## config.mk

```make
export PLATFORM = sky130hd
export DESIGN_NAME = echo_tof_timer
export DESIGN_NICKNAME = d
export VERILOG_FILES = /design/src/rtl/echo_tof_timer_pkg.sv /design/src/rtl/echo_tof_timer_debounce.sv /design/src/rtl/echo_tof_timer.sv
export SDC_FILE = /design/constraint.sdc
export NUM_CORES = 1
export LEC_CHECK = 0
export CAP_MARGIN = 20
export CORE_UTILIZATION = 60
export CTS_CLUSTER_DIAMETER = 50
export DETAILED_ROUTE_END_ITERATION = 8
export PLACE_DENSITY = 0.87
export SYNTH_ARGS = -nofsm -noshare
export SYNTH_HDL_FRONTEND = slang
export SYNTH_HIERARCHICAL = 1
export SYNTH_SLANG_ARGS = --single-unit
```

## constraint.sdc

```tcl
create_clock -name clk -period 9.76 [get_ports clk]
set_input_delay 1.952 -clock clk [delete_from_list [all_inputs] [get_ports clk]]
set_output_delay 1.952 -clock clk [all_outputs]
set_load 0.005 [all_outputs]
```

## src/rtl/echo_tof_timer_pkg.sv

```systemverilog
// Shared definitions for the echo time-of-flight timer: FSM encoding and
// default sizing constants.
package echo_tof_timer_pkg;

  typedef enum logic [1:0] {
    ST_IDLE    = 2'd0,
    ST_BLANK   = 2'd1,
    ST_LISTEN  = 2'd2,
    ST_CONFIRM = 2'd3
  } state_e;

  localparam int CNT_W_DEF = 32;
  localparam int DEB_N_DEF = 4;

  // Wide enough for the largest supported run length (15).
  localparam int DEB_W = 4;

endpackage

```

## src/rtl/echo_tof_timer_debounce.sv

```systemverilog
// Run-length counter that confirms an echo once DEB_N consecutive tick
// samples of the comparator are high.
module tof_debounce
  import echo_tof_timer_pkg::*;
#(
  parameter int DEB_N = DEB_N_DEF
) (
  input  logic clk,
  input  logic rst,
  input  logic tick_i,
  input  logic cmp_i,
  input  logic arm_i,
  input  logic run_i,
  output logic match_o,
  output logic fail_o
);

  localparam logic [DEB_W-1:0] DEB_LAST = DEB_W'(DEB_N - 1);
  localparam logic [DEB_W-1:0] DEB_MAX  = DEB_W'(DEB_N);
  localparam logic [DEB_W-1:0] DEB_ONE  = DEB_W'(1);

  logic [DEB_W-1:0] deb_q;
  logic [DEB_W-1:0] deb_d;
  logic             single_hit;

  assign single_hit = (DEB_N == 1);

  always_comb begin
    deb_d = deb_q;
    if (!(arm_i || run_i)) begin
      deb_d = '0;
    end else if (tick_i) begin
      if (arm_i && cmp_i) begin
        deb_d = DEB_ONE;
      end else if (run_i && cmp_i && (deb_q != DEB_MAX)) begin
        deb_d = deb_q + DEB_ONE;
      end else if (run_i && !cmp_i) begin
        deb_d = '0;
      end
    end
  end

  // The confirming tick is detected before deb itself is updated.
  assign match_o = tick_i && cmp_i &&
                   ((arm_i && single_hit) || (run_i && (deb_q == DEB_LAST)));
  assign fail_o  = run_i && tick_i && !cmp_i;

  always_ff @(posedge clk) begin
    if (rst) begin
      deb_q <= '0;
    end else begin
      deb_q <= deb_d;
    end
  end

endmodule

```

## src/rtl/echo_tof_timer.sv

```systemverilog
// Ultrasonic echo time-of-flight timer: blanking, debounced echo detection,
// timeout, abort and a sticky completion interrupt.
module echo_tof_timer
  import echo_tof_timer_pkg::*;
#(
  parameter int CNT_W = CNT_W_DEF,
  parameter int DEB_N = DEB_N_DEF
) (
  input  logic             clk,
  input  logic             rst,
  input  logic             tick_i,
  input  logic             start_i,
  input  logic             abort_i,
  input  logic             cmp_i,
  input  logic [CNT_W-1:0] blank_i,
  input  logic [CNT_W-1:0] timeout_i,
  input  logic             irq_clr_i,
  output logic [CNT_W-1:0] tof_o,
  output logic             tof_valid_o,
  output logic             timeout_o,
  output logic             busy_o,
  output logic             irq_o
);

  localparam logic [CNT_W-1:0] CNT_ONE = {{(CNT_W-1){1'b0}}, 1'b1};

  state_e           state_q, state_d;
  logic [CNT_W-1:0] cnt_q, cnt_d;
  logic [CNT_W-1:0] cand_q, cand_d;
  logic [CNT_W-1:0] tof_q, tof_d;
  logic             tof_valid_q, tof_valid_d;
  logic             timeout_q, timeout_d;
  logic             irq_q, irq_d;

  logic             busy;
  logic [CNT_W-1:0] cnt_inc;
  logic             hit_timeout;
  logic             echo_done;
  logic             deb_fail;

  assign busy        = (state_q != ST_IDLE);
  // Saturate rather than wrap so a huge timeout can never alias a short one.
  assign cnt_inc     = (&cnt_q) ? cnt_q : (cnt_q + CNT_ONE);
  assign hit_timeout = busy && tick_i && (cnt_inc >= timeout_i);

  tof_debounce #(
    .DEB_N (DEB_N)
  ) u_debounce (
    .clk     (clk),
    .rst     (rst),
    .tick_i  (tick_i),
    .cmp_i   (cmp_i),
    .arm_i   (state_q == ST_LISTEN),
    .run_i   (state_q == ST_CONFIRM),
    .match_o (echo_done),
    .fail_o  (deb_fail)
  );

  always_comb begin
    state_d     = state_q;
    cnt_d       = cnt_q;
    cand_d      = cand_q;
    tof_d       = tof_q;
    tof_valid_d = tof_valid_q;
    timeout_d   = timeout_q;
    irq_d       = irq_q && !irq_clr_i;

    if (busy && abort_i) begin
      state_d = ST_IDLE;
    end else begin
      case (state_q)
        ST_IDLE: begin
          if (start_i && !abort_i) begin
            state_d     = ST_BLANK;
            cnt_d       = '0;
            tof_valid_d = 1'b0;
            timeout_d   = 1'b0;
          end
        end
        ST_BLANK: begin
          if ((cnt_q >= blank_i) || (tick_i && (cnt_inc >= blank_i))) begin
            state_d = ST_LISTEN;
          end
        end
        ST_LISTEN: begin
          if (tick_i && cmp_i) begin
            cand_d  = cnt_q;
            state_d = ST_CONFIRM;
          end
        end
        ST_CONFIRM: begin
          if (deb_fail) begin
            state_d = ST_LISTEN;
          end
        end
        default: state_d = ST_IDLE;
      endcase

      if (busy && tick_i) begin
        cnt_d = cnt_inc;
      end

      // Echo beats a timeout landing on the same tick.
      if (echo_done) begin
        state_d     = ST_IDLE;
        tof_d       = (state_q == ST_LISTEN) ? cnt_q : cand_q;
        tof_valid_d = 1'b1;
        irq_d       = 1'b1;
      end else if (hit_timeout) begin
        state_d   = ST_IDLE;
        timeout_d = 1'b1;
        irq_d     = 1'b1;
      end
    end
  end

  always_ff @(posedge clk) begin
    if (rst) begin
      state_q     <= ST_IDLE;
      cnt_q       <= '0;
      cand_q      <= '0;
      tof_q       <= '0;
      tof_valid_q <= 1'b0;
      timeout_q   <= 1'b0;
      irq_q       <= 1'b0;
    end else begin
      state_q     <= state_d;
      cnt_q       <= cnt_d;
      cand_q      <= cand_d;
      tof_q       <= tof_d;
      tof_valid_q <= tof_valid_d;
      timeout_q   <= timeout_d;
      irq_q       <= irq_d;
    end
  end

  assign tof_o       = tof_q;
  assign tof_valid_o = tof_valid_q;
  assign timeout_o   = timeout_q;
  assign busy_o      = busy;
  assign irq_o       = irq_q;

endmodule
```

==> out/metrics.cfg <==
[detailed_routing]
wl_per_cell_um = 16.21
ant_nets = 0
drc = 0
avgViaCountPerCell = 6.033
vias = 6926
dr.pass1.iters = 5
drt_iter0_drc = 529
routed_wl_mm = 18.61

[finish]
multi_input_area_um2 = 4861
register_area_um2 = 2102
layout_common_cells = nand2_1 (106), dfxtp_1 (105), clkdlybuf4s50_1 (105)
syn_to_final_growth_pct = 18.33
drive_above_1_share_pct = 4.898
fin_nets = 1145
diodes = 0
fillerInstances = 918
final_common_cell = nand2_1

[clocking]
clock_sinks = 105
postCtsHoldBufs = 0
cts_tree = yes
clock-root-buffer = clkbuf_16
clockBufferDepth = 2
ctsResizeCount = 0
postCtsSetupBuffers = 0
htreeDepth = 3
clkLatencyLatePin_ps = 350
clk_pin_slew_ps = 70
numCtsBuffers = 9

[synthesis]
netlist-cell-type-count = 69
ys.flop_type = dfxtp_1
async_flop_share_pct = 0
synth_mux_area_share_pct = 4.596
synth_top_family_by_area = compound AO/OA/AOI/OAI gates
seq_area_frac_synth_pct = 28.18
yosysWarningCount = 6
synthSimpleGateAreaFrac_pct = 19.04
synth_compound_area_share_pct = 20.82
synth_edf_count = 0
postSynthCellCount = 910
syn_nets = 1080
synth_area_um2 = 7460
synth-xor-area-share_pct = 3.858
synthAdderAreaFrac_pct = 16.61
syn_area_per_cell_um2 = 8.197
ys_seq_elements = 105

[worst_setup_path]
critPathLaunch = cnt_q[4]
crit_arrival_ps = 4810
crit_top_cell = a221oi_1
cp_data_required_time_ps = 9960
cp_cell_sequence = and4_1 -> nand3_1 -> nor4_4 -> and3_4 -> and3_1 -> xor2_2 -> ha_1 -> and2_1 -> a221o_1 -> a221oi_1 -> o211ai_1 -> a221oi_1 -> nor2_1
cp_max_fo = 11
reg2reg_from = cnt_q[4]
worst-setup-path-type = flip-flop to flip-flop
cp-start-kind = flip-flop
slowest_delay_ps = 610
reg2reg_slack_ps = 5160
rr_worst_depth = 13
worstSetupEndpointType = flip-flop
r2r_end = irq_o
cp_slowest_cell = a221oi_1

[timing]
rsz0062_at_grt = false
finClkSkew_ps = 6.328
layout_min_cycle_time_ps = 4602
setup_tns_ps = 0
period_share_pct = 47.15
hold_viol_final = 0
holdWs_ps = 455.2
slew_headroom_pct = 26.74
fmax_mhz = 217.3
slew_viol_final = 0
worst_pin_slew_ps = 1096
setup_viol = 0

[floorplan]
dieArea_um2 = 12880
ios = 107
die_w_um = 113.5
start_util_pct = 61.85
die_h_um = 113.5
fp.coreArea_um2 = 12060
num_rows = 40

[worst_hold_path]
hold_depth = 2
hold_class = flip-flop to flip-flop
hold_path.startpoint = cand_q[6]
worstHoldEndpoint = cand_q[6]

[global_routing]
grt_pass1_vias = 6507
grt_max_degree = 87
grt_usage_pct = 29.55
grt_antenna_before_repair = 0
grt_overflow = 0
grt_pass1_wl_mm = 30.73

[run]
cap_violations = 0

[place]
gp_congestion = 0.9457
io_buffers = 106
post-dp-hpwl_mm = 13.71

[outcome]
status = completed

[pwr]
leakagePower_uw = 0.003690
vdd_ir_drop_max_mv = 0.08497
power.density_nw_per_um2 = 113.9

[per-stage QoR]
| stage | instance area (um2) | total power, uW | utilization [%] | setup slack, ps | cells |
|---|---|---|---|---|---|
| global route | 8827 | 1043 | 73.18 | 4933 | 1148 |
| finish | 8827 | 1005 | 73.18 | 5158 | 1148 |
| detailed placement | 8526 | 653.4 | 70.68 | 5007 | 1131 |
| CTS | 8812 | 1002 | 73.06 | 5217 | 1147 |
| global placement | 8526 | 649.1 | 70.68 | 5081 | 1131 |
| floorplan | 7460 | 583.9 | - | 5997 | 910 |
[where the power goes]
group,total [uW],internal [uW],switching (uW)
sequential,442,432,10.4
combinational,207,92.3,115
clock,356,180,176
[layout make-up]
cell class	instances	area share (%)
Clock buffer	10	2.594
Clock inverter	6	0.6520
Inverter	71	3.019
Multi-Input combinational cell	677	55.07
Sequential cell	105	23.81
Tap cell	168	2.381
Timing Repair Buffer	111	12.47
[synthesized netlist by cell type (13+ instances only)]
cell type | count | share of area [%]
clkbuf_1 | 37 | 1.9
ha_1 | 99 | 17
nor2_1 | 76 | 3.8
a21o_1 | 16 | 1.6
buf_2 | 13 | 0.87
xnor2_1 | 22 | 2.6
mux2i_1 | 32 | 4.3
nand3_1 | 25 | 1.7
dfxtp_1 | 105 | 28
nand4_1 | 19 | 1.6
nand2_1 | 106 | 5.3
o21ai_0 | 20 | 1.3
a211oi_1 | 38 | 3.8
a21oi_1 | 72 | 4.8
inv_1 | 71 | 3.6
o31ai_1 | 15 | 1.5
[worst max-delay path by stage]
| stage | slack [ps] | end | cells past startpoint |
|---|---|---|---|
| after floorplan | 6000 | state_q[0] | 9 |
| after global placement | 5080 | cnt_q[13] | 9 |
| after detailed placement | 5010 | tof_o[27] | 7 |
| after CTS | 5220 | irq_o | 13 |
| after global routing | 4930 | irq_o | 13 |
| final | 5160 | irq_o | 13 |
[critical path: cells and delay by family (launching register included)]
kind	cells	cell delay, ps
simple gates	7	1810
compound gates	4	1500
flops	1	580
fa+ha+maj	1	290
xor+xnor	1	250
[sequential cells by signal (all words and copies together), names as in the netlist]
signal / cells
irq_o: 1
timeout_o: 1
tof_o: 32
cand_q: 32
state_q: 2
cnt_q: 32
tof_valid_o: 1
u_debounce/deb_q: 4
[metal layers]
| layer | up-vias | GRT usage [%] | wire length, um |
|---|---|---|---|
| met1 | 3235 | 37.81 | 8070 |
| met4 | 0 | 12.46 | 537 |
| met5 | - | 0 | 0 |
| li1 | 3394 | - | - |
| met2 | 249 | 50.53 | 8941 |
| met3 | 48 | 3.241 | 1055 |
[cells by family after synthesis]
family                   count (synthesis)
multiplexers                            34
flip-flops                             105
AND/OR/NAND/NOR                        281
AO/OA/AOI/OAI                          231
XOR/XNOR                                32
buffers and inverters                  128
adder cells (fa/ha/maj)                 99
Note: power is estimated with default switching activity, not from simulation.
